[src/rtl/reg_file_dump_reader.sv]
// Read-side dump master for the register file: on a Show_EN rising edge it walks
// addresses 0..NUM_REGS-1 and streams each captured word over a valid/ready port.
module reg_file_dump_reader #(
  parameter int NUM_REGS = 32,
  parameter int ADDR_W   = 5,
  parameter int DATA_W   = 32
) (
  input  logic              CLK,
  input  logic              RST_N,
  input  logic              Show_EN,
  output logic [ADDR_W-1:0] rd_add,
  input  logic [DATA_W-1:0] rd_data,
  output logic              out_valid,
  input  logic              out_ready,
  output logic [DATA_W-1:0] out_data,
  output logic [ADDR_W-1:0] out_addr,
  output logic              busy,
  output logic              done
);

  typedef enum logic [1:0] {
    S_IDLE,
    S_READ,
    S_SEND,
    S_DONE
  } state_t;

  localparam logic [ADDR_W-1:0] LAST_ADDR = ADDR_W'(NUM_REGS - 1);

  state_t            r_state;
  state_t            w_nextState;
  logic              r_showQ;
  logic [ADDR_W-1:0] r_cnt;
  logic [DATA_W-1:0] r_outData;
  logic [ADDR_W-1:0] r_outAddr;
  logic              r_outValid;
  logic              w_start;
  logic              w_accept;
  logic              w_last;

  // Only a fresh rising edge starts a dump; edges seen outside IDLE are dropped.
  assign w_start  = Show_EN & ~r_showQ;
  assign w_accept = r_outValid & out_ready;
  assign w_last   = (r_cnt == LAST_ADDR);

  always_ff @(posedge CLK or negedge RST_N) begin
    if (!RST_N) begin
      r_state <= S_IDLE;
    end else begin
      r_state <= w_nextState;
    end
  end

  always_comb begin
    w_nextState = r_state;
    busy        = 1'b0;
    done        = 1'b0;
    case (r_state)
      S_IDLE: begin
        if (w_start) begin
          w_nextState = S_READ;
        end
      end
      S_READ: begin
        busy        = 1'b1;
        w_nextState = S_SEND;
      end
      S_SEND: begin
        busy = 1'b1;
        if (w_accept) begin
          w_nextState = w_last ? S_DONE : S_READ;
        end
      end
      S_DONE: begin
        busy        = 1'b1;
        done        = 1'b1;
        w_nextState = S_IDLE;
      end
      default: w_nextState = S_IDLE;
    endcase
  end

  // Each word is captured at its own READ edge, so later RF writes still show up.
  always_ff @(posedge CLK or negedge RST_N) begin
    if (!RST_N) begin
      r_showQ    <= 1'b0;
      r_cnt      <= '0;
      r_outData  <= '0;
      r_outAddr  <= '0;
      r_outValid <= 1'b0;
    end else begin
      r_showQ <= Show_EN;
      case (r_state)
        S_IDLE: begin
          if (w_start) begin
            r_cnt <= '0;
          end
        end
        S_READ: begin
          r_outData  <= rd_data;
          r_outAddr  <= r_cnt;
          r_outValid <= 1'b1;
        end
        S_SEND: begin
          if (w_accept) begin
            r_outValid <= 1'b0;
            if (!w_last) begin
              r_cnt <= r_cnt + ADDR_W'(1);
            end
          end
        end
        S_DONE: begin
          r_cnt <= '0;
        end
        default: ;
      endcase
    end
  end

  assign rd_add    = r_cnt;
  assign out_valid = r_outValid;
  assign out_data  = r_outData;
  assign out_addr  = r_outAddr;

endmodule

[config.mk]
export PLATFORM = sky130hd
export DESIGN_NAME = reg_file_dump_reader
export DESIGN_NICKNAME = d
export VERILOG_FILES = /design/src/rtl/reg_file_dump_reader.sv
export SDC_FILE = /design/constraint.sdc
export NUM_CORES = 1
export LEC_CHECK = 0
export BUFFER_PORTS_ARGS = -buffer_cell sky130_fd_sc_hd__buf_4
export CORE_AREA = 2 2 78 61
export CTS_BUF_LIST = sky130_fd_sc_hd__clkbuf_16
export CTS_CLUSTER_SIZE = 14
export DETAILED_ROUTE_END_ITERATION = 10
export DIE_AREA = 0 0 80 63
export HOLD_SLACK_MARGIN = 0.1
export PLACE_DENSITY = 0.76
export SLEW_MARGIN = 10
export SYNTH_ARGS = -nofsm -noshare
export SYNTH_HDL_FRONTEND = slang
export SYNTH_SLANG_ARGS = --single-unit
[constraint.sdc]
create_clock -name CLK -period 2.39 [get_ports CLK]
set_input_delay 0.3585 -clock CLK [delete_from_list [all_inputs] [get_ports CLK]]
set_output_delay 0.3585 -clock CLK [all_outputs]
set_load 0.03 [all_outputs]
---- Word level (Yosys, flattened, before mapping) ----
Index checks and enable logic that the tools add are counted.
operators by class
  $add $sub $neg .......................... 1
  equality and inequality tests ........... 7
  mux-type cells .......................... 12
  bitwise operators ....................... 3
  reductions and logical operators ........ 7
operators with widths
  operator               number
  $mux W5                3
  $pmux W5 S3            1
  $pmux W2 S4            1
  $mux W2                3
  $ne A2 B2 Y1 const B   3
  $add A5 B1 Y5 const B  1
  $eq A5 B5 Y1 const B   1
  $eq A2 B2 Y1 const B   2
  $reduce_and A2 Y1      2
  $reduce_and A4 Y1      1
  $mux W1                3
  $reduce_bool A3 Y1     1
  $reduce_or A3 Y1       1
  $and A1 B1 Y1          2
  $eq A2 B1 Y1 const B   1
  $logic_not A2 Y1       1
  $pmux W1 S2            1
  $reduce_bool A2 Y1     1
  $not A1 Y1             1
word-level totals
  flip-flop bits (word level) ............. 46
  input bits .............................. 36
  output and inout bits ................... 45
  logic and storage cells ................. 36

---- Longest topological paths before layout ----
  word-level depth ........................ 4
  gate-level depth with buffers ........... 6
  mapped depth without buffers ............ 6

---- Worst setup path after synthesis ----
Ideal clock, no wire load.
  path kind ............................... flip-flop to flip-flop
  from .................................... reg r_cnt[0], in the netlist rd_add[0]
  to ...................................... reg r_cnt[0], in the netlist rd_add[0]
  library setup time ...................... 0.125 ns
  arrival ................................. 1.739 ns
  data required time ...................... 2.265 ns
  path slack .............................. 0.526 ns
  stages on the path, launching flop included .. 7
  cell sequence ........................... dfrtp_1 > ha_1 > and3_1 > ha_1 > and3b_1 > o22ai_1 > mux2_2
between the ends
  cells in the longest elaborated chain, start to end .. 4
  elaborated cells on any way between the ends .. 7
RTL lines
  element                 line  text
  from (decl)             33    logic [ADDR_W-1:0] r_cnt;
  from (signal assigned)  108   r_cnt <= r_cnt + ADDR_W'(1);
  $add A5 B1 Y5           108
  $mux W5                 107   if (!w_last) begin
  $mux W5                 105   if (w_accept) begin
  $pmux W5 S3             93    case (r_state)
Parallel ways exist; a longest one is shown, timed or not. The select of a mux whose other input is x is not followed.
A chain may end at the register's enable or synchronous reset.

---- Worst setup path in the final report ----
  from .................................... reg r_cnt[0], in the netlist rd_add[0]
  to ...................................... reg r_cnt[2], in the netlist rd_add[2]
The elaborated chain is that of the path after synthesis.

==> results.toml <==
[run_status]
status = "complete, no violations"

[setup_path]
timing.rr.end = "rd_add[2]"
worstPathArrival_ps = 2060
path_class = "reg -> reg"
max_stage_delay_ps = 450
r2r-start = "rd_add[0]"
crit_chain = "ha_1 > and3_1 > ha_1 > and3b_1 > a21oi_1 > a211o_1"
regToRegSetupSlack_ps = 490
cp_common_cell = "ha_1"
worstSetupEndpointType = "flop"
reg2regPathDepth = 6
startpoint_type = "flop"
cp.required_ps = 2550
crit_path_max_fanout = 6
critPathSlowestCell = "dfrtp_1"
crit_path_end = "rd_add[2]"
startpoint = "rd_add[0]"

[floorplan]
num_rows = 21
core_area_um2 = 4310
initial_utilization_pct = 44.9
fp.dieW_um = 80
die_h_um = 63
pin_count = 81
dieArea_um2 = 5040

[clock_tree]
clk_pin_slew_ps = 60
cts_htree_levels = 2
cts_tree = "built"
cts_root_buffer = "clkbuf_16"
cts.sinks = 46
clockBufferDepth = 2
insertion_delay_ps = 280
cts_resized = 0
cts_made_buffers = 5

[timing]
hold_viol_final = 0
rsz0062_at_grt = "false"
maxSlewHeadroom_pct = 62.9
finClkSkew_ps = 8.24
period_share_pct = 79.4
max_freq_mhz = 527
tightest_slew_ps = 556
setup_viol = 0
setup_tns_ps = 0
period_needed_ps = 1900
slew_viol_final = 0

[routing]
post-route-drc-count = 0
drtPass1Iterations = 4
drt_wl_total_um = 4060
ant_nets = 0
post_drt_via_cell_ratio = 5.00
num_vias = 1309
drtIter0Drc = 56
post_drt_wl_per_cell_um = 15.5

[global_routing]
grt_pass1_wl_um = 6460
overflow = 0
grt_usage_pct = 16.7
grt_pass1_vias = 1375
grt_antenna_before_repair = 0
grt_max_degree = 47

[synthesis]
synth_most_common_cell = "dfrtp_1"
seq_area_frac_synth_pct = 59.4
synth_warnings = 0
ys.flop_type = "dfrtp_1"
synthArstFlopShare_pct = 100
synth_common_cells = "dfrtp_1 (46), mux2_2 (19), mux2_4 (19), nor2_1 (3), nor3b_1 (3)"
synth_nets = 158
synthDistinctLibCells = 29
synth.area.top_cells = "dfrtp_1 (59%), mux2_4 (15%), mux2_2 (11%), buf_12 (2.1%), ha_1 (1.3%)"
syn_inst = 120
synth_largest_area_cell = "dfrtp_1"
synth_edf_count = 0
syn-cell-area_um2 = 1940
synth_top_area_share_pct = 59.4
ys_seq_elements = 46
syn_area_per_cell_um2 = 16.1

[placed_design]
io_buffers = 80
dpl.hpwl_um = 2930
globalplace.congestion = 0.901
dpl_cell_area_um2 = 2560

[power]
power_leakage_nw = 1.35
peakVddDrop_uv = 684
power_density_nw_per_um2 = 1430

[layout]
finalNetCount = 243
antenna_cells = 0
area_delta_synth_final_pct = 39.4
drive_gt1_share_pct = 62.0
final_area_um2 = 2700

[flow_run]
max_cap_viol_count = 0

[worst_hold_path]
hp-class = "in -> reg"
==> cell type report <==
type,instances,area [um2]
Inverter,1,3.75
Clock buffer,5,125
Clock inverter,2,7.51
Timing Repair Buffer,83,626
Tap cell,57,71.3
Fill cell,339,1610
Multi-Input combinational cell,68,716
Sequential cell,46,1150
==> layer usage <==
metal	vias to the layer above	part of all wire, %	track usage, %
met5	-	0	0
met4	0	1.7	6.78
met3	9	6.1	3.32
met2	60	50	26.9
met1	644	43	22.0
li1	596	-	-
==> power breakdown <==
group / total, mW / internal, mW / switching [mW]
registers: 1.33 / 1.10 / 0.223
clock network: 0.617 / 0.373 / 0.244
logic: 1.92 / 0.879 / 1.04
total: 3.87 / 2.36 / 1.51
==> per-stage QoR <==
step	setup WS, ps	util, %	hold WS [ps]	instances	power, mW
detailed placement	530	59.3	393	254	3.27
CTS	508	62.7	197	262	3.91
floorplan	526	-	62.9	120	2.61
global placement	624	59.3	379	254	3.22
finish	492	62.7	198	262	3.87
global route	459	62.7	195	262	4.07
==> layout by cell type (no fill, tap or decap) <==
cell type	n
buf_4	82
dfrtp_1	46
mux2_4	19
mux2_2	19
clkbuf_16	5
nor3b_1	3
nor2_1	3
inv_1	3
a21oi_1	2
a22o_1	2
o21ai_0	2
ha_1	2
and2_1	1
or2_2	1
and3_1	1
nor2b_4	1
and3b_1	1
nand2b_1	1
nand3b_1	1
nor4b_1	1
a211o_1	1
o22ai_1	1
a31oi_1	1
nand3_1	1
nor3_1	1
a41oi_1	1
o22a_1	1
o21bai_1	1
dlygate4sd3_1	1
==> state kept, by name (all words and copies together), names as in the netlist <==
| name | count |
|---|---|
| r_state | 2 |
| rd_add | 5 |
| r_showQ | 1 |
| out_data | 32 |
| out_valid | 1 |
| out_addr | 5 |
==> worst max-delay path, delay by kind of cell (launching register included) <==
| family | cells | cell delay (ps) |
|---|---|---|
| fa+ha+maj | 2 | 450 |
| compound gates | 2 | 430 |
| simple gates | 2 | 450 |
| flops | 1 | 450 |
==> worst min path at each step <==
stage	startpoint	end	slack (ps)	cells after the start
2_1_floorplan	RST_N	out_addr[0]	60	0
3_3_place_gp	RST_N	out_data[24]	380	1
3_5_place_dp	RST_N	out_data[24]	390	1
4_1_cts	Show_EN	r_showQ	200	1
5_1_grt	Show_EN	r_showQ	200	1
6_report	Show_EN	r_showQ	200	1
==> repair_timing <==
item	4_1_cts	5_1_grt
buffers inserted	0	0
hold buffers	1	0
hold endpoints to repair	24	0
==> logic make-up after synthesis <==
logic type               share of synthesized area (%)
AND/OR/NAND/NOR                                   5.56
multiplexers                                      25.8
flip-flops                                        59.4
adder cells (fa/ha/maj)                           1.29
buffers and inverters                             3.62
AO/OA/AOI/OAI                                     4.33
Power figures use the tool's default switching activity.
